$ cat config.mk
export PLATFORM = sky130hd
export DESIGN_NAME = fpga_mode_ctrl
export DESIGN_NICKNAME = d
export VERILOG_FILES = /design/src/rtl/fpga_mode_pkg.sv /design/src/rtl/sw_debounce.sv /design/src/rtl/fpga_mode_ctrl.sv
export SDC_FILE = /design/constraint.sdc
export NUM_CORES = 1
export LEC_CHECK = 0
export BUFFER_PORTS_ARGS = -buffer_cell sky130_fd_sc_hd__buf_2
export CORE_UTILIZATION = 55
export DETAILED_ROUTE_END_ITERATION = 8
export HOLD_SLACK_MARGIN = 0.08
export PLACE_DENSITY = 0.71
export SLEW_MARGIN = 15
export SYNTH_ARGS = -nofsm -noshare
export SYNTH_HDL_FRONTEND = slang
export SYNTH_HIERARCHICAL = 1
export SYNTH_SLANG_ARGS = --single-unit
$ cat constraint.sdc
create_clock -name clk -period 3.7 [get_ports clk]
set_input_delay 1.11 -clock clk [delete_from_list [all_inputs] [get_ports clk]]
set_output_delay 1.11 -clock clk [all_outputs]
set_load 0.01 [all_outputs]
$ cat src/rtl/fpga_mode_pkg.sv
// Shared definitions for the mode controller: FSM state encoding, request encoding
// and the index-width helper.
package fpga_mode_pkg;

  typedef logic [1:0] state_t;

  localparam state_t StIdle  = 2'd0;
  localparam state_t StRun   = 2'd1;
  localparam state_t StDrain = 2'd2;

  // A request is carried as {valid, index}; valid at this value means "no mode selected".
  localparam logic ReqNone = 1'b0;

  // $clog2 clamped to at least one bit so a single-mode build still has an index port.
  function automatic int unsigned clog2_min1(input int unsigned n);
    return (n <= 2) ? 1 : $clog2(n);
  endfunction

endpackage

$ cat src/rtl/sw_debounce.sv
// Slide-switch conditioner: 2-FF synchronizer followed by a stability counter.
// The accepted value changes only after DB_CYCLES consecutive identical synchronized samples
// that differ from the current accepted value; any change in the sample restarts the count.
module sw_debounce
  import fpga_mode_pkg::*;
#(
  parameter int unsigned WIDTH     = 3,
  parameter int unsigned DB_CYCLES = 100000
) (
  input  logic             clk,
  input  logic             rst_n,
  input  logic [WIDTH-1:0] sel_raw,
  output logic [WIDTH-1:0] sel_stable
);

  localparam int unsigned CntW = clog2_min1(DB_CYCLES + 1);

  logic [WIDTH-1:0] sync1_q, sync2_q;
  logic [WIDTH-1:0] cand_q, cand_d;
  logic [WIDTH-1:0] stable_q, stable_d;
  logic [CntW-1:0]  cnt_q, cnt_d;
  logic [CntW-1:0]  cnt_inc;

  // Two-stage synchronizer; sync1_q is the metastability-settling stage.
  always_ff @(posedge clk or negedge rst_n) begin
    if (!rst_n) begin
      sync1_q <= '0;
      sync2_q <= '0;
    end else begin
      sync1_q <= sel_raw;
      sync2_q <= sync1_q;
    end
  end

  // Count consecutive samples equal to the candidate; accept once DB_CYCLES are seen.
  always_comb begin
    cand_d   = sync2_q;
    stable_d = stable_q;
    cnt_d    = cnt_q;
    // A sample differing from the previous candidate is the first of a new run.
    cnt_inc  = (sync2_q == cand_q) ? cnt_q + 1'b1 : CntW'(1);
    if (sync2_q == stable_q) begin
      cnt_d = '0;
    end else if (cnt_inc >= CntW'(DB_CYCLES)) begin
      stable_d = sync2_q;
      cnt_d    = '0;
    end else begin
      cnt_d = cnt_inc;
    end
  end

  // Debounce state registers.
  always_ff @(posedge clk or negedge rst_n) begin
    if (!rst_n) begin
      cand_q   <= '0;
      stable_q <= '0;
      cnt_q    <= '0;
    end else begin
      cand_q   <= cand_d;
      stable_q <= stable_d;
      cnt_q    <= cnt_d;
    end
  end

  assign sel_stable = stable_q;

endmodule

$ cat src/rtl/fpga_mode_ctrl.sv
// Registered mode selector for the watch / HC-SR04 / DHT-11 sub-blocks.
// Debounced switches are priority encoded (highest index wins) and drive one-hot level
// start enables. Mode changes are break-before-make: the running block is stopped and
// must drop busy before the next block is started.
// Optional feature macro: FPGA_MODE_TIMEOUT_EN adds a DRAIN timeout and the sticky
// timeout_err output.
module fpga_mode_ctrl
  import fpga_mode_pkg::*;
#(
  parameter int unsigned N_MODE         = 3,
  parameter int unsigned DB_CYCLES      = 100000,
  parameter int unsigned TIMEOUT_CYCLES = 1000000,
  parameter int unsigned IDX_W          = clog2_min1(N_MODE)
) (
  input  logic              clk,
  input  logic              rst_n,
  input  logic [N_MODE-1:0] sel,
  input  logic [N_MODE-1:0] busy,
  output logic [N_MODE-1:0] start,
  output logic [IDX_W-1:0]  active_mode,
  output logic              mode_valid,
  output logic              switching,
  output logic              mode_chg
`ifdef FPGA_MODE_TIMEOUT_EN
  ,
  output logic              timeout_err
`endif
);

  // Reject parameter sets the datapath cannot represent.
  if (N_MODE < 1 || DB_CYCLES < 1 || TIMEOUT_CYCLES < 1 ||
      IDX_W < clog2_min1(N_MODE)) begin : g_param_check
    $error("fpga_mode_ctrl: illegal parameter combination");
  end

  logic [N_MODE-1:0] sel_acc;
  logic              req_vld;
  logic [IDX_W-1:0]  req_idx;

  state_t            state_q, state_d;
  logic [N_MODE-1:0] start_q, start_d;
  logic [IDX_W-1:0]  cur_q, cur_d;
  logic              tgt_vld_q, tgt_vld_d;
  logic [IDX_W-1:0]  tgt_idx_q, tgt_idx_d;
  logic              chg_q, chg_d;
  logic              drain_exit;

`ifdef FPGA_MODE_TIMEOUT_EN
  localparam int unsigned TmoW = clog2_min1(TIMEOUT_CYCLES + 1);

  logic [TmoW-1:0] tmo_cnt_q, tmo_cnt_d;
  logic            tmo_err_q, tmo_err_d;
  logic            tmo_hit;
`endif

  function automatic logic [N_MODE-1:0] onehot(input logic [IDX_W-1:0] idx);
    logic [N_MODE-1:0] v;
    v = '0;
    for (int i = 0; i < N_MODE; i++) begin
      v[i] = (idx == IDX_W'(i));
    end
    return v;
  endfunction

  sw_debounce #(
    .WIDTH     (N_MODE),
    .DB_CYCLES (DB_CYCLES)
  ) u_sw_debounce (
    .clk        (clk),
    .rst_n      (rst_n),
    .sel_raw    (sel),
    .sel_stable (sel_acc)
  );

  // Priority encoder: later (higher) set bits overwrite lower ones.
  always_comb begin
    req_vld = ReqNone;
    req_idx = '0;
    for (int i = 0; i < N_MODE; i++) begin
      if (sel_acc[i]) begin
        req_vld = 1'b1;
        req_idx = IDX_W'(i);
      end
    end
  end

  // DRAIN exit: the stopped block reports idle, or optionally the wait times out.
`ifdef FPGA_MODE_TIMEOUT_EN
  always_comb begin
    tmo_hit    = busy[cur_q] && (tmo_cnt_q == TmoW'(TIMEOUT_CYCLES - 1));
    drain_exit = !busy[cur_q] || tmo_hit;
  end
`else
  always_comb begin
    drain_exit = !busy[cur_q];
  end
`endif

  // Mode FSM next-state and output-register next values.
  always_comb begin
    state_d   = state_q;
    start_d   = start_q;
    cur_d     = cur_q;
    tgt_vld_d = tgt_vld_q;
    tgt_idx_d = tgt_idx_q;
    chg_d     = 1'b0;
`ifdef FPGA_MODE_TIMEOUT_EN
    tmo_cnt_d = tmo_cnt_q;
    tmo_err_d = tmo_err_q;
`endif
    case (state_q)
      StIdle: begin
        if (req_vld) begin
          start_d = onehot(req_idx);
          cur_d   = req_idx;
          chg_d   = 1'b1;
          state_d = StRun;
        end
      end
      StRun: begin
        // Covers both a different mode and all switches off.
        if (!req_vld || (req_idx != cur_q)) begin
          start_d   = '0;
          chg_d     = 1'b1;
          tgt_vld_d = req_vld;
          tgt_idx_d = req_idx;
          state_d   = StDrain;
`ifdef FPGA_MODE_TIMEOUT_EN
          tmo_cnt_d = '0;
`endif
        end
      end
      StDrain: begin
        // cur_q still names the stopped block, so busy[cur_q] is the one being drained.
        tgt_vld_d = req_vld;
        tgt_idx_d = req_idx;
`ifdef FPGA_MODE_TIMEOUT_EN
        if (tmo_hit) begin
          tmo_err_d = 1'b1;
        end else if (busy[cur_q]) begin
          tmo_cnt_d = tmo_cnt_q + 1'b1;
        end
`endif
        if (drain_exit) begin
          if (tgt_vld_q) begin
            start_d = onehot(tgt_idx_q);
            cur_d   = tgt_idx_q;
            chg_d   = 1'b1;
            state_d = StRun;
          end else begin
            state_d = StIdle;
          end
        end
      end
      default: state_d = StIdle;
    endcase
  end

  // FSM and output registers.
  always_ff @(posedge clk or negedge rst_n) begin
    if (!rst_n) begin
      state_q   <= StIdle;
      start_q   <= '0;
      cur_q     <= '0;
      tgt_vld_q <= ReqNone;
      tgt_idx_q <= '0;
      chg_q     <= 1'b0;
    end else begin
      state_q   <= state_d;
      start_q   <= start_d;
      cur_q     <= cur_d;
      tgt_vld_q <= tgt_vld_d;
      tgt_idx_q <= tgt_idx_d;
      chg_q     <= chg_d;
    end
  end

`ifdef FPGA_MODE_TIMEOUT_EN
  // DRAIN timeout counter and sticky error flag.
  always_ff @(posedge clk or negedge rst_n) begin
    if (!rst_n) begin
      tmo_cnt_q <= '0;
      tmo_err_q <= 1'b0;
    end else begin
      tmo_cnt_q <= tmo_cnt_d;
      tmo_err_q <= tmo_err_d;
    end
  end

  assign timeout_err = tmo_err_q;
`endif

  assign start       = start_q;
  assign mode_valid  = |start_q;
  assign active_mode = mode_valid ? cur_q : '0;
  assign switching   = (state_q == StDrain);
  assign mode_chg    = chg_q;

endmodule

==> impl_metrics.tcl <==
set metrics [dict create \
    fillCellCount 322 \
    initial_utilization_pct 58.66 \
    synth_area_mm2 0.002196 \
    cts_hold_buf 0 \
    ys.flop_type "dfrtp_1" \
    synth.top_cell.area_share_pct 45.58 \
    period_minus_slack_ps 2699 \
    max_freq_mhz 370.5 \
    cts_sinks 40 \
    firstDrtPassIters 4 \
    routabilityCongestion 0.8516 \
    arrival_ps 2880 \
    synth_top_area_cell "dfrtp_1" \
    async_reset_ff_share_pct 100.0 \
    first_iter_violations 113 \
    grt_pass1_wl_mm 7.017 \
    leakagePower_nw 1.024 \
    syn_to_final_growth_pct 10.43 \
    grt-ovfl-total 0 \
    die_area_mm2 0.004249 \
    synth_top_cells_by_area "dfrtp_1 46%, mux2_2 4.6%, xnor2_1 4.0%" \
    fin_ws_ps 1001 \
    drc 0 \
    numCtsBuffers 5 \
    final_area_mm2 0.002425 \
    wl_mm 4.014 \
    diodes 0 \
    drive_above_1_share_pct 22.17 \
    p_per_area_mw_per_mm2 356.1 \
    clk_latency_ps 290 \
    grt_pass1_vias 1503 \
    placed_area_mm2 0.002298 \
    cts_resized 0 \
    maxSlewHeadroom_pct 42.70 \
    timing.final.crit_share_pct 72.94 \
    start_kind "register" \
    crit_fanout 17 \
    ioPinCount 16 \
    ir_worst_vdd_uv 297.3 \
    dp_hpwl_mm 2.915 \
    ant_nets 0 \
    htreeDepth 2 \
    rsz0062_at_grt "false" \
    fin_skew_ps 4.216 \
    hold_slack_ps 355.0 \
    vias 1557 \
    synth_edf_count 0 \
    clkTransAtPathRegs_ps 70 \
    worst_slew_pin_slew_ps 859.5 \
    cts_tree "done" \
    synth.distinct_cells 52 \
    totalNegativeSetupSlack_ps 0 \
    fp.dieW_um 65.19 \
    status "completed" \
    ys_seq_area_share_pct 45.58 \
    slew_violations 0 \
    endpoint_kind "register" \
    worstPathRequired_ps 3880 \
    core_area_mm2 0.003744 \
    chipHeight_um 65.19 \
    setup_violations 0 \
    portBuffers 15 \
    hold_path_class "reg2reg" \
    synth-seq-cells 40 \
    post-place-ws_ps 1031 \
    syn_avg_cell_area_um2 10.82 \
    cts_setup_buffers 0 \
    clock-root-buffer "clkbuf_8" \
    max_cap_violations 0 \
    avgRoutedWirePerCell_um 14.92 \
    syn_inst 203 \
    cts_buffer_depth 2 \
    finalHoldViolCount 0 \
    syn_nets 217 \
    track_usage_pct 22.09 \
    antenna_found_initial 0 \
    yosysWarnings 6 \
    viasPerCell 5.788 \
    final_nets 234 \
    critPathKind "reg2reg" \
    row_count 22 \
    grt_max_degree 41 \
    p_total_mw 0.8635 \
]
[final timing paths]
check                                         start                          end  slack [ps]  cells past startpoint
min reg2reg                u_sw_debounce/sync1_q[0]      u_sw_debounce/cand_d[0]         360                      0
max in group asynchronous                     rst_n      u_sw_debounce/cnt_q[13]        2230                      1
max reg2reg                  u_sw_debounce/cnt_q[0]  u_sw_debounce/sel_stable[1]        1000                      7
max                          u_sw_debounce/cnt_q[0]  u_sw_debounce/sel_stable[1]        1000                      7
min                        u_sw_debounce/sync1_q[0]      u_sw_debounce/cand_d[0]         360                      0
min in group asynchronous                     rst_n                     start[2]         920                      1
[sequential cells by signal, indices dropped and copies added, names as in the netlist]
name	cells
u_sw_debounce/cnt_q	17
start	3
u_sw_debounce/cand_d	3
u_sw_debounce/cand_q	3
u_sw_debounce/sel_stable	3
u_sw_debounce/sync1_q	3
cur_q	2
state_q	2
tgt_idx_q	2
mode_chg	1
tgt_vld_q	1
[cell usage after synthesis, types with 2 or more instances]
cell type	n
dfrtp_1	40
nor3_1	17
nand2_1	15
nor2_1	10
xnor2_1	10
xor2_1	10
mux2_2	9
nand3_1	9
inv_1	7
o21ai_0	7
ha_1	6
and3_1	3
mux2_4	3
mux2i_1	3
nand2b_1	3
or3_1	3
a211o_1	2
a21oi_1	2
a31oi_1	2
and2_1	2
and4_1	2
buf_2	2
nand3_2	2
nand4_1	2
nor2b_1	2
nor3b_1	2
nor4_1	2
or2b_2	2
[placed cells by master, fill, tap and decap left out, types with 3 or more instances in the layout]
| master | instances |
|---|---|
| nand2b_1 | 3 |
| clkbuf_8 | 7 |
| dfrtp_1 | 40 |
| mux2_2 | 9 |
| nor3_1 | 17 |
| or3_1 | 3 |
| nand3_1 | 9 |
| o21ai_0 | 7 |
| xnor2_1 | 10 |
| nor2_1 | 10 |
| and3_1 | 3 |
| mux2_4 | 3 |
| ha_1 | 6 |
| inv_1 | 7 |
| buf_2 | 15 |
| mux2i_1 | 3 |
| xor2_1 | 10 |
| nand2_1 | 15 |
[where the power goes]
part / leakage (nW) / internal [mW] / total, mW / switching, mW
Combinational: 0.426 / 0.0101 / 0.0310 / 0.0209
Clock: 0.0645 / 0.238 / 0.383 / 0.145
Sequential: 0.534 / 0.444 / 0.450 / 0.00580
[kinds of logic (layout without fill, tap and decap cells)]
family,count (synthesis),count (layout),share of synthesized area [%]
and+or+nand+nor,84,84,22.28
DFF,40,40,45.58
AOI/OAI and AO/OA,25,25,9.003
muxes,16,16,9.060
buffers and inverters,12,30,2.678
xor gates and xnor gates,20,20,7.977
adders and majority gates,6,6,3.419
[through the flow]
stage	utilization [%]	cells
2_1_floorplan	-	203
3_3_place_gp	61.40	261
3_5_place_dp	61.40	261
4_1_cts	64.77	269
5_1_grt	64.77	269
6_report	64.77	269
[layer usage]
metal  part of all wire (%)  global-route usage [%]
met5                      0                       0
met3                    3.1                   5.382
met4                    1.5                   8.967
met2                     46                   32.47
met1                     49                   31.17
[area by class of cell]
cell class                      count  area [um^2]  share of cell area, %
Clock buffer                        7        96.34                  3.973
Clock inverter                      1        30.03                  1.238
Inverter                            7        26.28                  1.084
Multi-Input combinational cell    151         1136                  46.85
Sequential cell                    40         1001                  41.28
Tap cell                           48        60.06                  2.477
Timing Repair Buffer               15        75.07                  3.096
[critical path: stages, from the launching register on]
cell	delay (ps)
dfrtp_1	420
ha_1	260
nand3_1	190
or3_4	400
nor4_2	300
o31ai_2	140
a41oi_4	490
mux2_2	400
Power figures use the tool's default switching activity.
